**config.mk**
```make
export PLATFORM = sky130hd
export DESIGN_NAME = cpu_state_dumper_flat
export DESIGN_NICKNAME = d
export VERILOG_FILES = /design/src/rtl/cpu_state_dumper_pkg.sv /design/src/rtl/cpu_state_dumper_if.sv /design/src/rtl/cpu_state_dumper_trig_gen.sv /design/src/rtl/cpu_state_dumper.sv /design/src/flat_wrapper.sv
export SDC_FILE = /design/constraint.sdc
export NUM_CORES = 1
export LEC_CHECK = 0
export CAP_MARGIN = 40
export CORE_UTILIZATION = 30
export DETAILED_ROUTE_END_ITERATION = 6
export GPL_TIMING_DRIVEN = 0
export PLACE_DENSITY = 0.75
export SLEW_MARGIN = 5
export SYNTH_ARGS = -nofsm -noshare
export SYNTH_HDL_FRONTEND = slang
export SYNTH_SLANG_ARGS = --single-unit
```
**constraint.sdc**
```tcl
create_clock -name clk_i -period 3.6 [get_ports clk_i]
set_input_delay 0.54 -clock clk_i [delete_from_list [all_inputs] [get_ports clk_i]]
set_output_delay 0.54 -clock clk_i [all_outputs]
set_load 0.1 [all_outputs]
```
**src/rtl/cpu_state_dumper_pkg.sv**
```systemverilog
// Shared constants for the CPU state dumper: beat tags, FSM encoding, counter width.
// The optional PC header beat is controlled by DUMP_PC_HEADER_EN.
package cpu_dbg_pkg;

    localparam logic [1:0] TAG_PC  = 2'd0;
    localparam logic [1:0] TAG_REG = 2'd1;
    localparam logic [1:0] TAG_MEM = 2'd2;

    localparam int DUMP_CNT_W = 16;

    typedef enum logic [1:0] {
        ST_IDLE = 2'd0,
        ST_HDR  = 2'd1,
        ST_REGS = 2'd2,
        ST_MEM  = 2'd3
    } dump_state_e;

    // Index width covering both address spaces, never narrower than one bit.
    function automatic int idx_width(input int reg_n, input int mem_n);
        int m;
        m = (reg_n > mem_n) ? reg_n : mem_n;
        return (m > 1) ? $clog2(m) : 1;
    endfunction

endpackage

```
**src/rtl/cpu_state_dumper_if.sv**
```systemverilog
// Valid/ready beat channel carrying one tagged, indexed snapshot word per beat.
interface cpu_state_dumper_if #(
    parameter int DATA_W = 32,
    parameter int IDX_W  = 5
);
    logic              valid;
    logic              ready;
    logic [DATA_W-1:0] data;
    logic [1:0]        tag;
    logic [IDX_W-1:0]  idx;
    logic              last;

    modport master (output valid, data, tag, idx, last, input ready);
    modport slave  (input valid, data, tag, idx, last, output ready);
endinterface

```
**src/rtl/cpu_state_dumper_trig_gen.sv**
```systemverilog
// Dump trigger source: manual pulse OR periodic tick, with a one-deep pending
// slot for requests arriving while a dump runs and a sticky overrun flag.
module dump_trig_gen #(
    parameter int PERIOD = 0
) (
    input  logic clk,
    input  logic rst,
    input  logic trig,
    input  logic idle,
    output logic start,
    output logic overrun
);
    logic tick;
    logic req;
    logic pending;

    generate
        if (PERIOD > 0) begin : g_period
            localparam int CW = (PERIOD > 1) ? $clog2(PERIOD) : 1;
            localparam logic [CW-1:0] LAST = CW'(PERIOD - 1);
            logic [CW-1:0] cnt;

            // Free-running; keeps counting while a dump is in progress.
            always_ff @(posedge clk or posedge rst) begin
                if (rst)              cnt <= '0;
                else if (cnt == LAST) cnt <= '0;
                else                  cnt <= cnt + 1'b1;
            end

            assign tick = (cnt == LAST);
        end else begin : g_manual
            assign tick = 1'b0;
        end
    endgenerate

    assign req   = trig | tick;
    assign start = idle & (req | pending);

    always_ff @(posedge clk or posedge rst) begin
        if (rst) begin
            pending <= 1'b0;
            overrun <= 1'b0;
        end else if (idle) begin
            // A start consumes one request; a second one in the same cycle waits.
            pending <= pending & req;
        end else if (req) begin
            pending <= 1'b1;
            if (pending) overrun <= 1'b1;
        end
    end

endmodule

```
**src/rtl/cpu_state_dumper.sv**
```systemverilog
// Streams a register-file and data-memory snapshot as valid/ready beats.
// Define DUMP_PC_HEADER_EN to prefix every dump with one PC beat (tag 0).
module cpu_state_dumper
    import cpu_dbg_pkg::*;
#(
    parameter int  DATA_W = 32,
    parameter int  REG_N  = 32,
    parameter int  MEM_N  = 32,
    parameter int  PERIOD = 0,
    localparam int IDX_W  = idx_width(REG_N, MEM_N)
) (
    input  logic                  clk_i,
    input  logic                  rst_i,
    input  logic                  trig_i,
    input  logic [DATA_W-1:0]     pc_i,
    output logic [IDX_W-1:0]      rf_addr_o,
    input  logic [DATA_W-1:0]     rf_data_i,
    output logic [IDX_W-1:0]      mem_addr_o,
    input  logic [DATA_W-1:0]     mem_data_i,
    cpu_state_dumper_if.master    out,
    output logic                  busy_o,
    output logic                  freeze_o,
    output logic                  overrun_o,
    output logic [DUMP_CNT_W-1:0] dump_cnt_o
);
    localparam logic [IDX_W-1:0] REG_LAST = IDX_W'(REG_N - 1);
    localparam logic [IDX_W-1:0] MEM_LAST = IDX_W'(MEM_N - 1);

    function automatic logic [IDX_W-1:0] nxt(input logic [IDX_W-1:0] a,
                                             input logic [IDX_W-1:0] last);
        return (a == last) ? '0 : a + 1'b1;
    endfunction

    dump_state_e state;
    logic        start;
    logic        load;

    dump_trig_gen #(.PERIOD(PERIOD)) u_trig (
        .clk     (clk_i),
        .rst     (rst_i),
        .trig    (trig_i),
        .idle    (state == ST_IDLE),
        .start   (start),
        .overrun (overrun_o)
    );

    assign load     = !out.valid || out.ready;
    assign busy_o   = (state != ST_IDLE);
    assign freeze_o = busy_o;

`ifndef DUMP_PC_HEADER_EN
    logic unused_pc;
    assign unused_pc = ^pc_i;
`endif

    // state names the source of the beat currently held in the output register;
    // rf_addr_o / mem_addr_o always point at the next word to be loaded.
    always_ff @(posedge clk_i or posedge rst_i) begin
        if (rst_i) begin
            state      <= ST_IDLE;
            out.valid  <= 1'b0;
            out.data   <= '0;
            out.tag    <= '0;
            out.idx    <= '0;
            out.last   <= 1'b0;
            rf_addr_o  <= '0;
            mem_addr_o <= '0;
            dump_cnt_o <= '0;
        end else begin
            case (state)
                ST_IDLE: if (start) begin
                    out.valid <= 1'b1;
                    out.idx   <= '0;
`ifdef DUMP_PC_HEADER_EN
                    state     <= ST_HDR;
                    out.tag   <= TAG_PC;
                    out.data  <= pc_i;
`else
                    state     <= ST_REGS;
                    out.tag   <= TAG_REG;
                    out.data  <= rf_data_i;
                    rf_addr_o <= nxt(rf_addr_o, REG_LAST);
`endif
                end
`ifdef DUMP_PC_HEADER_EN
                ST_HDR: if (load) begin
                    state     <= ST_REGS;
                    out.tag   <= TAG_REG;
                    out.idx   <= rf_addr_o;
                    out.data  <= rf_data_i;
                    rf_addr_o <= nxt(rf_addr_o, REG_LAST);
                end
`endif
                ST_REGS: if (load) begin
                    if (out.idx == REG_LAST) begin
                        state      <= ST_MEM;
                        out.tag    <= TAG_MEM;
                        out.idx    <= mem_addr_o;
                        out.data   <= mem_data_i;
                        out.last   <= (mem_addr_o == MEM_LAST);
                        mem_addr_o <= nxt(mem_addr_o, MEM_LAST);
                    end else begin
                        out.idx    <= rf_addr_o;
                        out.data   <= rf_data_i;
                        rf_addr_o  <= nxt(rf_addr_o, REG_LAST);
                    end
                end
                ST_MEM: if (load) begin
                    if (out.last) begin
                        state      <= ST_IDLE;
                        out.valid  <= 1'b0;
                        out.last   <= 1'b0;
                        out.data   <= '0;
                        out.tag    <= '0;
                        out.idx    <= '0;
                        dump_cnt_o <= dump_cnt_o + 1'b1;
                    end else begin
                        out.idx    <= mem_addr_o;
                        out.data   <= mem_data_i;
                        out.last   <= (mem_addr_o == MEM_LAST);
                        mem_addr_o <= nxt(mem_addr_o, MEM_LAST);
                    end
                end
                default: begin
                    state     <= ST_IDLE;
                    out.valid <= 1'b0;
                    out.last  <= 1'b0;
                end
            endcase
        end
    end

endmodule

```
**src/flat_wrapper.sv**
```systemverilog
// flat-port wrapper written by rule: the top's interface ports become plain ports
module cpu_state_dumper_flat import cpu_dbg_pkg::*;
#(
    parameter int  DATA_W = 32,
    parameter int  REG_N  = 32,
    parameter int  MEM_N  = 32,
    parameter int  PERIOD = 0,
    localparam int IDX_W  = idx_width(REG_N, MEM_N)
)
  (clk_i, rst_i, trig_i, pc_i, rf_addr_o, rf_data_i, mem_addr_o, mem_data_i, busy_o, freeze_o, overrun_o, dump_cnt_o, out_valid, out_data, out_tag, out_idx, out_last, out_ready);
  cpu_state_dumper_if #(.DATA_W(DATA_W), .IDX_W((2))) out_i ();
  input  logic clk_i;
  input  logic rst_i;
  input  logic trig_i;
  input  logic [DATA_W-1:0] pc_i;
  output logic [IDX_W-1:0] rf_addr_o;
  input  logic [DATA_W-1:0] rf_data_i;
  output logic [IDX_W-1:0] mem_addr_o;
  input  logic [DATA_W-1:0] mem_data_i;
  output logic busy_o;
  output logic freeze_o;
  output logic overrun_o;
  output logic [DUMP_CNT_W-1:0] dump_cnt_o;
  output wire logic [$bits(out_i.valid)-1:0] out_valid;
  output wire logic [$bits(out_i.data)-1:0] out_data;
  output wire logic [$bits(out_i.tag)-1:0] out_tag;
  output wire logic [$bits(out_i.idx)-1:0] out_idx;
  output wire logic [$bits(out_i.last)-1:0] out_last;
  input wire logic [$bits(out_i.ready)-1:0] out_ready;
  assign out_valid = out_i.valid;
  assign out_data = out_i.data;
  assign out_tag = out_i.tag;
  assign out_idx = out_i.idx;
  assign out_last = out_i.last;
  assign out_i.ready = out_ready;
  cpu_state_dumper #(.DATA_W(DATA_W), .REG_N(REG_N), .MEM_N(MEM_N), .PERIOD(PERIOD)) u_core (.clk_i(clk_i), .rst_i(rst_i), .trig_i(trig_i), .pc_i(pc_i), .rf_addr_o(rf_addr_o), .rf_data_i(rf_data_i), .mem_addr_o(mem_addr_o), .mem_data_i(mem_data_i), .out(out_i), .busy_o(busy_o), .freeze_o(freeze_o), .overrun_o(overrun_o), .dump_cnt_o(dump_cnt_o));
endmodule
```
## Word level (Yosys, flattened, before mapping)

Cells that the tools add are included.

- Register bits: 68
- Input bits: 100
- Output and inout port bits: 67
- Logic and storage cells: 76

- Add/subtract/negate cells: 3
- Eq/ne operators: 8
- Mux-type cells: 30
- Bitwise operators: 7
- Reduce and logical (&&, ||, !) cells: 17

Operators with widths:

| kind | number |
|---|---|
| 2-to-1 mux 32 bit | 4 |
| case mux 32 bit (3 select lines) | 1 |
| 2-to-1 mux 5 bit | 4 |
| adder 16 x 1 -> 16 bit (second input constant) | 1 |
| 2-to-1 mux 2 bit | 8 |
| case mux 2 bit (3 select lines) | 2 |
| AND reduction 3 bit | 4 |
| AND reduction 4 bit | 3 |
| adder 5 x 1 -> 5 bit (second input constant) | 2 |
| equality test 5 bit (second input constant) | 2 |
| case mux 5 bit (2 select lines) | 1 |
| != test 2 x 1 -> 1 bit (second input constant) | 4 |
| nonzero test 2 bit | 4 |
| 2-to-1 mux 1 bit | 7 |
| equality test 2 bit (second input constant) | 2 |
| inverter 1 bit | 4 |
| case mux 2 bit (2 select lines) | 1 |
| case mux 1 bit (3 select lines) | 1 |
| nonzero test 3 bit | 1 |
| AND 1 bit | 2 |
| logical NOT 2 bit | 1 |
| case mux 1 bit (2 select lines) | 1 |
| AND reduction 2 bit | 1 |
| OR reduction 2 bit | 1 |
| 3 further kinds | 3 |

## Depth between registers and ports, before layout

- Word-level depth: 4
- Mapped depth: 6
- Mapped depth without buffers: 6

## Modules after synthesis

Synthesis repeated with hierarchy kept, for this count alone.

- Cells, all modules: 137
- Area total of the unflattened synthesis: 1,893.1 µm²

By module, submodules not included:

| module | times used | cells an instance | area an instance (µm²) | seq. area each (µm²) |
|---|---|---|---|---|
| cpu_state_dumper | 1 | 129 | 1,808.0 | 1,026.0 |
| dump_trig_gen | 1 | 8 | 85.1 | 50.0 |

## Least setup slack after synthesis

Ideal clock, no wire load.

- Path kind: reg2reg
- Start point: register u_core.rf_addr_o[0]
- End point: register u_core.rf_addr_o[2]
- Library setup time: 0.120 ns
- Arrival time: 2.148 ns
- Data required time: 3.480 ns
- Slack: 1.332 ns
- Cell stages (with the launch flop): 7
- Path buffers: 0
- Clock period less this slack: 2.268 ns
- Cell sequence: dfrtp_1 -> ha_1 -> and3_1 -> ha_1 -> nor2_1 -> o31a_1 -> a31o_2

- Cells in the longest elaborated chain, start to end: 4
- Elaborated cells on any way between the ends: 6
- Those cells by class: add/sub: 1; eq/ne: 1; mux: 4

Ends and longest elaborated chain:

| what | RTL line | source |
|---|---|---|
| start, declared | cpu_state_dumper.sv:16 | `output logic [IDX_W-1:0] rf_addr_o,` |
| start signal, assigned | cpu_state_dumper.sv:82 | `rf_addr_o <= nxt(rf_addr_o, REG_LAST);` |
| start signal, assigned | cpu_state_dumper.sv:105 | `rf_addr_o <= nxt(rf_addr_o, REG_LAST);` |
| adder 5 x 1 -> 5 bit or equality test 5 bit (tied branches) | cpu_state_dumper.sv:31 | `return (a == last) ? '0 : a + 1'b1;` |
| 2-to-1 mux 5 bit * | cpu_state_dumper.sv:31 |  |
| 2-to-1 mux 5 bit (on tied branches) | cpu_state_dumper.sv:94, cpu_state_dumper.sv:71 |  |
| case mux 5 bit (2 select lines) * | cpu_state_dumper.sv:70 | `case (state)` |

Mark *: on every way between the ends. The rest lies on a longest branch, timed or not. The select of a mux whose other input is x is not followed.
A chain may end at the register's enable or synchronous reset.

==> qor.yml <==
power:
  power_mw: 2.49
  p_leak_nw: 1.81
  peakVddDrop_mv: 0.420
  switching_share_pct: 44.3
  netSwitchingPower_mw: 1.10
  clkPwrFrac_pct: 18.1
  p_comb_share_pct: 56.7
  p_seq_share_pct: 25.2
  power_density_mw_per_mm2: 646
  intPower_mw: 1.39
status:
  violations: "design-rule violations"
  run_status: "finished, violations left"
route:
  post-route-drc-count: 17
  drt_iter0_markers: 56
  wl_um: 4760
  ant_nets: 0
  vias: 1545
  drtPass1Iterations: 6
  viasPerCell: 4.21
  wl_per_cell_um: 13.0
logic_synthesis:
  synth_top_area_cell: "dfrtp_1"
  synth_area_leaders: "dfrtp_1 53%, mux2_4 21%, buf_4 9.2%, mux2_2 3.9%, buf_12 2.9%"
  synth_seq_cells: 43
  yosysWarnings: 0
  ys_seq_area_share_pct: 52.7
  syn-cell-area_mm2: 0.00204
  avgSynthCellArea_um2: 15.0
  synth_top_area_share_pct: 52.7
  ys_types: 23
  syn_inst: 136
clocking:
  cts_tree: "built"
  postCtsSetupBuffers: 0
  cts_hold_buf: 0
  htree_num_levels: 2
  cts_buffers: 5
  clk_path_buf_depth: 2
  clkLatencyLatePin_ns: 0.30
  cts_root_buffer: "clkbuf_8"
  ctsResizeCount: 0
  cts_sinks: 43
  clkTransAtPathRegs_ns: 0.08
placed_design:
  port_buffers: 79
  dp_slack_ns: 1.36
  dp_hpwl_um: 3670
  gp_congestion: 0.643
worst_hold_path:
  min_path_type: "reg2reg"
critical_path:
  required_ns: 3.06
  critical_path_class: "reg2out"
  crit_arrival_ns: 1.72
  crit_fanout: 10
  crit_path_start_kind: "flop"
  endpoint_kind: "output pin"
global_route:
  overflow: 0
  track_usage_pct: 13.9
  grt_pass1_vias: 1647
  antenna_found_initial: 0
  grt_pass1_wl_um: 7700
  grt_max_degree: 34
sta:
  min_period_over_period_pct: 62.7
  hold_violations: 0
  setup_viol: 0
  fin_setup_tns_ns: 0
  fin_skew_ns: 0.00956
  rsz0062_at_grt: "no"
  slew_violations: 0
  max_freq_mhz: 443
  worst_slack_ns: 1.34
  whs_ns: 0.477
  period_minus_slack_ns: 2.26
die:
  chipHeight_um: 84.5
  initial_core_util_pct: 31.6
  die_w_um: 84.5
  core_area_mm2: 0.00646
  rows: 29
  num_io_pins: 167
  dieArea_mm2: 0.00714
layout:
  drive_gt1_share_pct: 42.4
  nets: 391
  syn_to_final_growth_pct: 89.4
  antenna_cells: 0
  final_cell_mix: "79 x clkdlybuf4s50_1, 43 x dfrtp_1, 41 x buf_8, 29 x mux2_4, 25 x buf_4"
  final_common_cell: "clkdlybuf4s50_1"
flow_run:
  maxCapViolations: 0
[sequential cells by signal, indices dropped and copies added, names as in the netlist]
name / count
u_core.rf_addr_o: 5
u_core.out.idx: 2
u_core.out.valid: 1
u_core.out.data: 32
u_core.u_trig.overrun: 1
u_core.out.tag: 1
u_core.u_trig.pending: 1
[per-stage QoR]
step	utilization, %	area, um^2	std cells
floorplan	-	2120	158
global placement	46.6	3010	314
detailed placement	57.7	3730	359
CTS	59.8	3860	367
global route	59.8	3860	367
finish	59.8	3860	367
[cell families (layout without fill, tap and decap cells)]
group | count (synthesis) | after routing | share of synthesized area (%)
other | 1 | 23 | 0.184
DFF | 43 | 43 | 52.7
muxes | 36 | 36 | 25.2
buffers and inverters | 31 | 163 | 12.7
AOI/OAI and AO/OA | 12 | 12 | 4.48
adders and majority gates | 2 | 2 | 1.23
and+or+nand+nor | 11 | 11 | 3.50
[cell usage after synthesis]
master and n:
nor2_1 6, a21oi_1 1, ha_1 2, nor3_4 1
mux2_2 7, o41ai_1 1, nand4_1 1, o21ai_0 1
o31ai_1 2, and3_1 1, mux2_4 29, dfrtp_1 43
buf_12 3, nor2b_2 1, a31o_2 2, inv_1 3
buf_4 25, nor2_4 1, a22o_1 2, a31oi_1 1
o21bai_1 1, conb_1 1, o31a_1 1
[cell type report]
class	count	area [um^2]
multi-input cells	84	788
well taps	77	96.3
plain buffers	28	248
inverters	3	11.3
fillers	500	2590
clock buffers	5	68.8
flip-flops and latches	43	1080
repair buffers	124	1510
clock inverters	3	67.6
[worst max-delay path, stage by stage (launching register included)]
cell and delay (ns):
dfrtp_1 0.55, buf_4 0.17, clkdlybuf4s50_1 0.50, buf_8 0.20
[path summary, 6_finish.rpt]
path / endpoint / start / slack (ns) / cells after the start
hold / removal: u_core.u_trig.overrun$_DFFE_PP0P_ / u_core.u_trig.overrun$_DFFE_PP0P_ / 0.48 / 1
setup / recovery: freeze_o / u_core.out.valid$_DFFE_PP0P_ / 1.34 / 3
max in group asynchronous: u_core.u_trig.overrun$_DFFE_PP0P_ / rst_i / 2.63 / 3
hold reg to reg: u_core.u_trig.overrun$_DFFE_PP0P_ / u_core.u_trig.overrun$_DFFE_PP0P_ / 0.48 / 1
setup reg to reg: u_core.rf_addr_o[2]$_DFFE_PP0P_ / u_core.rf_addr_o[0]$_DFFE_PP0P_ / 1.84 / 6
min in group asynchronous: u_core.out.data[13]$_DFFE_PP0P_ / rst_i / 0.50 / 2
[power groups by stage]
stage	combinational, mW	sequential [mW]	clock (mW)
6_report	1.42	0.628	0.451
5_1_grt	1.46	0.642	0.485
4_1_cts	1.42	0.628	0.466
3_5_place_dp	1.42	0.636	0
3_3_place_gp	1.10	0.633	0
2_1_floorplan	0.301	1.19	0
[layer usage]
layer  vias to the layer above  routed length, um  GRT usage [%]
li1                        729                  -              -
met1                       736               1760           15.2
met2                        69               2550           25.0
met3                        11                344           4.23
met4                         0                107           6.01
met5                         -                  0              0
Power figures use the tool's default switching activity.
